**src/rtl/button_debounce_ctrl.sv**
```systemverilog
// button_debounce_ctrl: synchronized, debounced push-buttons with sticky W1C press/release flags
module button_debounce_ctrl #(
  parameter int N_BTN = 5,
  parameter int DEBOUNCE_CYCLES = 250000,
  parameter int CNT_W = $clog2(DEBOUNCE_CYCLES + 1)
) (
  input  logic              cpuclk,
  input  logic              rst,
  input  logic [N_BTN-1:0]  btn_raw,
  input  logic [31:0]       addr,
  input  logic              wen,
  input  logic [31:0]       wdata,
  output logic [31:0]       rdata,
  output logic [N_BTN-1:0]  btn_level,
  output logic              btn_irq
);
  logic [N_BTN-1:0] s1, s2, stable, press, rel, term, rise, fall, press_nx, rel_nx, clr_p, clr_r;
  logic [CNT_W-1:0] cnt [N_BTN];
  logic irq_en;
  logic unused_bits;
  assign unused_bits = ^{addr[31:4], addr[1:0], wdata};
  always_comb begin
    for (int i = 0; i < N_BTN; i++) term[i] = cnt[i] == CNT_W'(DEBOUNCE_CYCLES - 1);
  end
  assign rise = s2 & ~stable & term;
  assign fall = ~s2 & stable & term;
  assign clr_p = (wen && addr[3:2] == 2'd1) ? wdata[N_BTN-1:0] : '0;
  assign clr_r = (wen && addr[3:2] == 2'd2) ? wdata[N_BTN-1:0] : '0;
  // Set beats clear when an event and a W1C land on the same edge
  assign press_nx = (press & ~clr_p) | rise;
  assign rel_nx = (rel & ~clr_r) | fall;
  assign btn_level = stable;
  always_ff @(posedge cpuclk or posedge rst) begin
    if (rst) begin
      s1 <= '0;
      s2 <= '0;
      stable <= '0;
      press <= '0;
      rel <= '0;
      irq_en <= 1'b0;
      btn_irq <= 1'b0;
      for (int i = 0; i < N_BTN; i++) cnt[i] <= '0;
    end else begin
      s1 <= btn_raw;
      s2 <= s1;
      press <= press_nx;
      rel <= rel_nx;
      btn_irq <= irq_en & |press_nx;
      if (wen && addr[3:2] == 2'd3) irq_en <= wdata[0];
      for (int i = 0; i < N_BTN; i++) begin
        if (s2[i] == stable[i]) cnt[i] <= '0;
        else if (term[i]) begin
          stable[i] <= s2[i];
          cnt[i] <= '0;
        end else cnt[i] <= cnt[i] + 1'b1;
      end
    end
  end
  always_comb begin
    rdata = addr[3:2] == 2'd0 ? 32'(stable) :
            addr[3:2] == 2'd1 ? 32'(press) :
            addr[3:2] == 2'd2 ? 32'(rel) : {31'd0, irq_en};
  end
endmodule

```
**config.mk**
```make
export PLATFORM = sky130hd
export DESIGN_NAME = button_debounce_ctrl
export DESIGN_NICKNAME = d
export VERILOG_FILES = /design/src/rtl/button_debounce_ctrl.sv
export SDC_FILE = /design/constraint.sdc
export NUM_CORES = 1
export LEC_CHECK = 0
export CAP_MARGIN = 20
export CORE_UTILIZATION = 40
export CTS_CLUSTER_DIAMETER = 40
export DETAILED_ROUTE_END_ITERATION = 10
export GPL_ROUTABILITY_DRIVEN = 0
export PLACE_DENSITY = 0.72
export SLEW_MARGIN = 20
export SYNTH_ARGS = -nofsm -noshare
export SYNTH_HDL_FRONTEND = slang
export SYNTH_SLANG_ARGS = --single-unit
```
**constraint.sdc**
```tcl
create_clock -name cpuclk -period 4.55 [get_ports cpuclk]
set_clock_uncertainty 0.2 [all_clocks]
set_input_delay 1.1375 -clock cpuclk [delete_from_list [all_inputs] [get_ports cpuclk]]
set_output_delay 1.1375 -clock cpuclk [all_outputs]
set_load 0.01 [all_outputs]
```
==> results.py, run 1 <==
metrics = {
    "detailed_routing": {
        "first_pass_iters": 4,
        "post-route-drc-count": 0,
        "antenna_left": 0,
        "wl_um": 10600,
        "wl_per_cell_um": 13.3,
        "viasPerCell": 4.88,
        "vias": 3895,
        "drt_iter0_drc": 281,
    },
    "sta": {
        "final-max-slew-violation-count": 0,
        "rsz0062_at_grt": "false",
        "timing.final.crit_period_ps": 4280,
        "setup_viol": 0,
        "fmax_ghz": 0.234,
        "hold_viol_final": 0,
        "tns_ps": 0,
        "min_period_over_period": 0.941,
        "fin_ws_ps": 268,
        "slew-limit-headroom": 0.497,
        "tightest_slew_ps": 749,
    },
    "power_and_ir_drop": {
        "power_density_nw_per_um2": 393,
        "ir_drop_uv": 235,
        "leakage_nw": 2.96,
    },
    "critical_path": {
        "max_stage_delay_ps": 660,
        "path_max_fanout": 9,
        "start_kind": "primary input",
        "crit_slowest_cell": "clkdlybuf4s50_1",
        "critical_path_class": "in -> out",
        "end_kind": "output pin",
        "crit_chain": "clkdlybuf4s50_1, nor2b_1, buf_4, nand2_1, o21ai_0, clkdlybuf4s50_1",
        "critPathMostFrequentCell": "clkdlybuf4s50_1",
        "cp.arrival_ps": 2940,
        "cp.required_ps": 3210,
    },
    "grt": {
        "antenna_found_initial": 0,
        "track_usage": 0.163,
        "grt_max_degree": 78,
        "grt_pass1_vias": 4006,
        "grt_pass1_wl_um": 18500,
        "gr-total-overflow": 0,
    },
    "floorplan": {
        "rows": 43,
        "dieWidth_um": 122,
        "start_util": 0.412,
        "dieArea_sq_um": 14900,
        "io_pins": 110,
        "die_y_um": 122,
        "core_sq_um": 14000,
    },
    "yosys": {
        "yosysUniqueCellTypes": 48,
        "synth.yosys.seq_area_share": 0.508,
        "netlist.area_leader.share": 0.508,
        "ys_warn_count": 0,
        "syn-cell-area_sq_um": 5770,
        "synth_ff_type": "dfrtp_1",
        "synth_cells": 571,
        "synth_seq_cells": 117,
        "async_flop_share": 1.00,
        "synth_edf_count": 0,
        "yosys.area.top_type": "dfrtp_1",
        "avgSynthCellArea_sq_um": 10.1,
        "synth.most_common_cell": "dfrtp_1",
        "synth_commonest_cells": "dfrtp_1 (117), nor2_1 (111), nand2_1 (44), xor2_1 (44), xnor2_1 (36)",
        "synth.area.top_cells": "dfrtp_1 (51%), nor2_1 (7.2%), xor2_1 (6.7%), xnor2_1 (5.5%), buf_4 (3.9%)",
    },
    "place": {
        "dp_hpwl_um": 7380,
        "pre_cts_slack_ps": 300,
        "portBuffers": 25,
    },
    "layout": {
        "drive_gt1_frac": 0.0744,
        "n_antenna_cell": 0,
        "area_growth_syn_to_layout_pct": 17.1,
        "final_net_count": 692,
    },
    "cts": {
        "cts-buffers-inserted": 17,
        "cts-root-buf": "clkbuf_16",
        "clock_latency_ps": 420,
        "clock_path_buffers": 2,
        "cts_setup_buffers": 0,
        "cts_tree": "yes",
        "h-tree-depth": 4,
        "holdBufCountCts": 0,
        "post_cts_resized": 0,
        "path_clk_slew_ps": 50,
        "numClockSinks": 117,
    },
    "worst_hold_path": {
        "hold_path.class": "reg -> reg",
    },
    "job": {
        "maxCapViolCount": 0,
    },
    "outcome": {
        "status": "complete, no violations",
    },
}
## per-stage QoR
stage,total power (W),cell area (sq um),hold slack (ps),utilization,cells
after global placement,0.00119,6080,134,0.435,766
after global routing,0.00275,6750,156,0.483,798
final,0.00266,6750,147,0.483,798
after floorplan,0.00118,5860,131,-,597
after CTS,0.00269,6750,148,0.483,798
after detailed placement,0.00119,6080,136,0.435,766
## cell usage in the layout (no fill, tap or decap), types with 18 or more instances in the layout
| master | count |
|---|---|
| xor2_1 | 44 |
| nand3_1 | 32 |
| inv_1 | 20 |
| xnor2_1 | 36 |
| dfrtp_1 | 117 |
| clkdlybuf4s50_1 | 25 |
| nand2_1 | 44 |
| nor2_1 | 111 |
| conb_1 | 27 |
| nand4_1 | 18 |
## final timing paths
path,start,endpoint,slack [ps],cells after the start
max,addr[3],rdata[2],270,6
min,s1[2],s2[2],150,0
max reg2reg,cnt[36],cnt[50],2180,6
max in group asynchronous,rst,cnt[79],2460,3
min in group asynchronous,rst,cnt[63],920,2
min reg2reg,s1[2],s2[2],150,0
## critical path: cells and delay by family
kind / cells / cell delay (ps)
buffers and inverters: 3 / 1450
AND/OR/NAND/NOR: 2 / 250
AO/OA/AOI/OAI: 1 / 100
## sequential cells by signal, summed over array words and instances (netlist names)
signal / count
btn_irq: 1
btn_level: 5
cnt: 90
irq_en: 1
press: 5
rel: 5
s1: 5
s2: 5
## layout make-up
| type | instances | area [sq um] |
|---|---|---|
| Sequential cell | 117 | 2930 |
| Fill cell | 1283 | 7240 |
| Multi-Input combinational cell | 420 | 2560 |
| Tap cell | 180 | 225 |
| Clock inverter | 11 | 198 |
| Timing Repair Buffer | 28 | 285 |
| Inverter | 21 | 81.3 |
| Clock buffer | 21 | 470 |
## power by group
| part | total (W) | internal [W] | switching (W) |
|---|---|---|---|
| registers | 0.00107 | 0.00106 | 0.0000146 |
| logic | 0.000100 | 0.0000348 | 0.0000655 |
| clock network | 0.00148 | 0.00102 | 0.000466 |
## kinds of logic (layout without fill, tap and decap cells)
kind of cell | after synthesis | count (layout) | share of synthesized area
other | 1 | 27 | 0.000650
buffers and inverters | 60 | 81 | 0.0647
multiplexers | 8 | 8 | 0.0163
AND/OR/NAND/NOR | 269 | 269 | 0.229
XOR/XNOR | 80 | 80 | 0.122
AO/OA/AOI/OAI | 21 | 21 | 0.0276
flip-flops | 117 | 117 | 0.508
adder cells (fa/ha/maj) | 15 | 15 | 0.0326
## metal layers
metal  GRT usage  share of wire
met1       0.201           0.46
met2       0.264           0.49
met4      0.0732          0.017
met5           0              0
met3      0.0454          0.035
Note: power is estimated with default switching activity, not from simulation.
==> run 2: changes to the inputs <==
--- a/config.mk
+++ b/config.mk
@@ -10,7 +10,7 @@
 export CTS_CLUSTER_DIAMETER = 40
 export DETAILED_ROUTE_END_ITERATION = 10
 export GPL_ROUTABILITY_DRIVEN = 0
-export PLACE_DENSITY = 0.72
+export PLACE_DENSITY = 0.67
 export SLEW_MARGIN = 20
 export SYNTH_ARGS = -nofsm -noshare
 export SYNTH_HDL_FRONTEND = slang
==> run 2 against run 1 <==
Routed wire length is 2.0% higher. Worst hold slack worse by 2.2 ps. Cell count is 0.13% higher. Total power is 2.8% lower. Global-route usage is 0.39 points higher. Largest cell class unchanged. Register-to-register slack worse by 70 ps. Critical endpoint is now rdata[3].
==> results.py, run 2 (synthesized netlist as in run 1, its figures left out) <==
metrics = {
    "layout": {
        "drive_gt1_frac": 0.0743,
        "largest_reg_flops": 90,
        "regMostFlops": "cnt",
        "n_antenna_cell": 0,
        "area_growth_syn_to_layout_pct": 16.4,
        "multi_input_area_sq_um": 2560,
        "final_common_cell": "dfrtp_1",
        "regArea_sq_um": 2930,
        "layout_common_cells": "dfrtp_1 (117), nor2_1 (111), nand2_1 (44), xor2_1 (44), xnor2_1 (36)",
        "fillers": 1276,
        "final_net_count": 694,
        "final_util": 0.480,
    },
    "critical_path": {
        "r2r_slack_ps": 2110,
        "critical_path_class": "in -> out",
        "end_kind": "output pin",
        "rr_endpoint": "cnt[41]",
        "critPathTopFamily": "buffers and inverters",
        "cp.arrival_ps": 2920,
        "path_max_fanout": 6,
        "critPathMostFrequentCell": "clkdlybuf4s50_1",
        "startpoint": "addr[2]",
        "cp-endpoint": "rdata[3]",
        "start_kind": "primary input",
        "crit_buf_inv": 3,
        "rr_startpoint": "cnt[36]",
        "reg2reg_depth": 6,
        "crit_cells": 5,
        "max_stage_delay_ps": 640,
        "crit_chain": "clkdlybuf4s50_1, buf_4, mux2i_1, o21ai_0, clkdlybuf4s50_1",
        "cp.required_ps": 3210,
        "crit_slowest_cell": "clkdlybuf4s50_1",
    },
    "sta": {
        "slew-limit-headroom": 0.495,
        "min_period_over_period": 0.935,
        "tightest_slew_ps": 757,
        "fmax_ghz": 0.235,
        "hold_viol_final": 0,
        "tns_ps": 0,
        "timing.final.crit_period_ps": 4260,
        "setup_viol": 0,
        "rsz0062_at_grt": "false",
        "final-max-slew-violation-count": 0,
    },
    "cts": {
        "numClockSinks": 117,
        "path_clk_slew_ps": 50,
        "clock_latency_ps": 420,
        "cts-buffers-inserted": 17,
        "h-tree-depth": 4,
        "cts-root-buf": "clkbuf_16",
        "post_cts_resized": 0,
        "cts_setup_buffers": 0,
        "clock_path_buffers": 2,
        "holdBufCountCts": 0,
        "cts_tree": "yes",
    },
    "grt": {
        "gr-total-overflow": 0,
        "grt_max_degree": 62,
        "grt_pass1_vias": 3980,
        "use_met1": 0.209,
        "met2_usage": 0.262,
        "antenna_found_initial": 0,
        "grt_pass1_wl_um": 18800,
        "grt_use_met3": 0.0576,
        "track_usage": 0.166,
        "grt_busiest_layer": "met2",
    },
    "floorplan": {
        "rows": 43,
        "core_sq_um": 14000,
        "dieArea_sq_um": 14900,
        "die_y_um": 122,
        "dieWidth_um": 122,
        "io_pins": 110,
        "start_util": 0.412,
    },
    "detailed_routing": {
        "drt_iter0_drc": 201,
        "wl_per_cell_um": 13.6,
        "antenna_left": 0,
        "first_pass_iters": 4,
        "vias": 3843,
        "post-route-drc-count": 0,
        "viasPerCell": 4.81,
        "wl_um": 10800,
    },
    "power_and_ir_drop": {
        "switching_share": 0.207,
        "p_clk_frac": 0.545,
        "leakage_nw": 2.95,
        "internal_power_w": 0.00205,
        "p_switching_w": 0.000534,
        "seqPwrFrac": 0.416,
        "ir_drop_uv": 256,
        "pwr-share-comb": 0.039,
        "power_density_nw_per_um2": 385,
    },
    "outcome": {
        "status": "complete, no violations",
    },
    "worst_hold_path": {
        "hold_path.class": "reg -> reg",
    },
    "place": {
        "portBuffers": 25,
        "dp_hpwl_um": 7440,
    },
    "job": {
        "maxCapViolCount": 0,
    },
}
[run 2: cell count changes in the layout (fill, tap and decap cells not counted), sizes merged]
cell,previous run,this run
buf,3,5
bufinv,5,4
clkbuf,21,22
clkinv,2,3
clkinvlp,4,2
[run 2: per-stage QoR]
step	cells	power [W]	hold slack [ps]	area, sq um	setup slack (ps)
after global placement	768	0.00119	134	6080	209
after CTS	799	0.00261	146	6710	222
final	799	0.00258	145	6710	295
after floorplan	597	0.00118	131	5860	112
after global routing	799	0.00267	147	6710	123
after detailed placement	768	0.00119	135	6080	228
[run 2: worst register-to-register path, delay by kind of cell, from the launching register on]
| family | cells | cell delay, ps |
|---|---|---|
| simple gates | 5 | 1510 |
| flops | 1 | 380 |
| fa+ha+maj | 1 | 190 |
[run 2: worst min-delay path by stage]
stage          startpoint     to  depth (start not counted)
3_3_place_gp        s1[2]  s2[2]                          0
6_report            s1[2]  s2[2]                          0
2_1_floorplan       s1[0]  s2[0]                          0
4_1_cts             s1[2]  s2[2]                          0
5_1_grt             s1[2]  s2[2]                          0
3_5_place_dp        s1[2]  s2[2]                          0
[run 2: cell type report]
| type | count | share of cell area |
|---|---|---|
| tap | 180 | 0.0336 |
| clock inverter | 9 | 0.0224 |
| inverter | 21 | 0.0121 |
| timing repair buffer | 30 | 0.0429 |
| multi-input combinational | 420 | 0.382 |
| clock buffer | 22 | 0.0707 |
| sequential | 117 | 0.436 |
[run 2: power groups by stage]
stage               clock network, W  registers (W)  logic [W]
floorplan                          0        0.00109  0.0000905
global placement                   0        0.00109   0.000101
detailed placement                 0        0.00109   0.000102
CTS                          0.00143        0.00107   0.000103
global route                 0.00148        0.00108   0.000118
finish                       0.00141        0.00107   0.000100
[run 2: layer usage]
| metal | vias up | part of all wire |
|---|---|---|
| met1 | 1837 | 0.47 |
| met2 | 64 | 0.47 |
| met5 | - | 0 |
| met4 | 0 | 0.017 |
| li1 | 1927 | - |
| met3 | 15 | 0.040 |
==> run 3: changes to the inputs <==
==> constraint.sdc (replaced) <==
create_clock -name cpuclk -period 3.7 [get_ports cpuclk]
set_clock_uncertainty 0.2 [all_clocks]
set_input_delay 0.925 -clock cpuclk [delete_from_list [all_inputs] [get_ports cpuclk]]
set_output_delay 0.925 -clock cpuclk [all_outputs]
set_load 0.01 [all_outputs]
==> run 3 against run 2 <==
Highest routed layer unchanged. Sequential share of layout area fell by 0.41 points. Critical endpoint is now rdata[4]. Design area rose by 0.95%. Largest power group unchanged. Global-route usage fell by 0.53 points. Die area did not move. Core utilization rose by 0.46 points.
==> results.py, run 3 (synthesized netlist as in run 1, its figures left out) <==
metrics = {
    "power_and_ir_drop": {
        "pwr-share-comb": 0.039,
        "ir_drop_uv": 318,
        "p_switching_w": 0.000661,
        "power_density_nw_per_um2": 480,
        "internal_power_w": 0.00259,
        "seqPwrFrac": 0.406,
        "switching_share": 0.203,
        "leakage_nw": 2.99,
        "total_power_w": 0.00325,
        "p_clk_frac": 0.555,
    },
    "critical_path": {
        "end_kind": "output pin",
        "cp.arrival_ps": 2480,
        "rr_startpoint": "cnt[36]",
        "cp.required_ps": 2570,
        "rr_endpoint": "cnt[53]",
        "r2r_slack_ps": 1320,
        "path_max_fanout": 6,
        "start_kind": "primary input",
        "critical_path_class": "in -> out",
        "reg2reg_depth": 6,
    },
    "grt": {
        "grt_use_met3": 0.0463,
        "grt_busiest_layer": "met2",
        "track_usage": 0.161,
        "grt_pass1_vias": 3916,
        "met2_usage": 0.257,
        "antenna_found_initial": 0,
        "grt_max_degree": 118,
        "use_met1": 0.206,
        "grt_pass1_wl_um": 18400,
        "gr-total-overflow": 0,
    },
    "layout": {
        "drive_gt1_frac": 0.0803,
        "final_common_cell": "dfrtp_1",
        "multi_input_area_sq_um": 2560,
        "fin_cells": 803,
        "regArea_sq_um": 2930,
        "layout_common_cells": "dfrtp_1 (117), nor2_1 (111), nand2_1 (44), xor2_1 (44), xnor2_1 (36)",
        "area_growth_syn_to_layout_pct": 17.5,
        "fillers": 1263,
        "n_antenna_cell": 0,
        "regMostFlops": "cnt",
        "largest_reg_flops": 90,
        "final_area_sq_um": 6770,
        "final_net_count": 697,
        "final_util": 0.484,
    },
    "sta": {
        "slew-limit-headroom": 0.490,
        "timing.final.crit_period_ps": 3600,
        "min_period_over_period": 0.973,
        "tightest_slew_ps": 759,
        "setup_viol": 0,
        "final-max-slew-violation-count": 0,
        "fmax_ghz": 0.278,
        "hold_viol_final": 0,
        "tns_ps": 0,
        "rsz0062_at_grt": "false",
    },
    "cts": {
        "path_clk_slew_ps": 50,
        "cts-root-buf": "clkbuf_16",
        "cts_tree": "yes",
        "holdBufCountCts": 0,
        "cts-buffers-inserted": 17,
        "numClockSinks": 117,
        "h-tree-depth": 4,
        "clock_path_buffers": 2,
        "cts_setup_buffers": 0,
        "clock_latency_ps": 420,
    },
    "floorplan": {
        "rows": 43,
        "start_util": 0.412,
        "io_pins": 110,
        "dieArea_sq_um": 14900,
        "dieWidth_um": 122,
        "core_sq_um": 14000,
        "die_y_um": 122,
    },
    "detailed_routing": {
        "wl_per_cell_um": 13.6,
        "first_pass_iters": 4,
        "wl_um": 10900,
        "antenna_left": 0,
        "post-route-drc-count": 0,
        "vias": 3960,
        "viasPerCell": 4.93,
        "drt_iter0_drc": 295,
    },
    "place": {
        "dp_cells": 771,
        "place_area_sq_um": 6120,
        "portBuffers": 25,
        "dp_hpwl_um": 7280,
    },
    "outcome": {
        "status": "complete, no violations",
    },
    "worst_hold_path": {
        "hold_path_end": "s2[4]",
        "min_from": "s1[4]",
        "hold_path.class": "reg -> reg",
        "min_path_cells": 0,
    },
    "job": {
        "maxCapViolCount": 0,
    },
}
## run 3: cell types whose count changed in the layout (fill, tap and decap cells not counted), sizes merged
| cell | change |
|---|---|
| clkdlybuf4s15 | +1 |
| inv | -1 |
| clkbuf | +1 |
| bufinv | +1 |
| buf | +3 |
| clkdlybuf4s50 | -2 |
| dlygate4sd2 | +1 |
## run 3: layer usage
layer  share of wire  vias to the layer above
li1                -                     1939
met5               0                        -
met1            0.46                     1934
met3           0.039                       12
met4           0.015                        0
met2            0.49                       75
## run 3: layout make-up
class                      count  share of cell area
tap                          180              0.0333
multi-input combinational    420               0.379
clock inverter                 9              0.0255
timing repair buffer          33              0.0475
inverter                      21              0.0122
clock buffer                  23              0.0706
sequential                   117               0.432
## run 3: through the flow
step,worst slack [ps],hold WS [ps]
final,99.7,146
after global routing,62.6,154
after CTS,78.4,149
after detailed placement,-148,137
after global placement,-123,138
after floorplan,868,131
## run 3: worst max-delay path: stages
cell             delay (ps)
clkdlybuf4s15_1         300
buf_4                   240
mux2i_1                 110
o21ai_0                 290
clkdlybuf4s50_1         600
## run 3: power groups by stage
stage / Sequential, W / Clock (W) / Combinational (W)
after floorplan: 0.00134 / 0 / 0.000112
after global placement: 0.00134 / 0 / 0.000127
after detailed placement: 0.00134 / 0 / 0.000128
after CTS: 0.00132 / 0.00183 / 0.000128
after global routing: 0.00132 / 0.00189 / 0.000146
final: 0.00132 / 0.00181 / 0.000126
## run 3: how the worst max path moves through the flow
stage | slack [ps] | from | to | cells past startpoint
global placement | -120 | addr[2] | rdata[4] | 5
CTS | 80 | addr[2] | rdata[1] | 6
floorplan | 870 | addr[3] | rdata[0] | 2
finish | 100 | addr[2] | rdata[4] | 5
global route | 60 | addr[2] | rdata[4] | 5
detailed placement | -150 | addr[2] | rdata[1] | 6
## run 3: what timing repair did
action / CTS / global route
pin swaps: 0 / 0
endpoints found under the setup margin: 5 / 1
gates resized for setup: 3 / 2
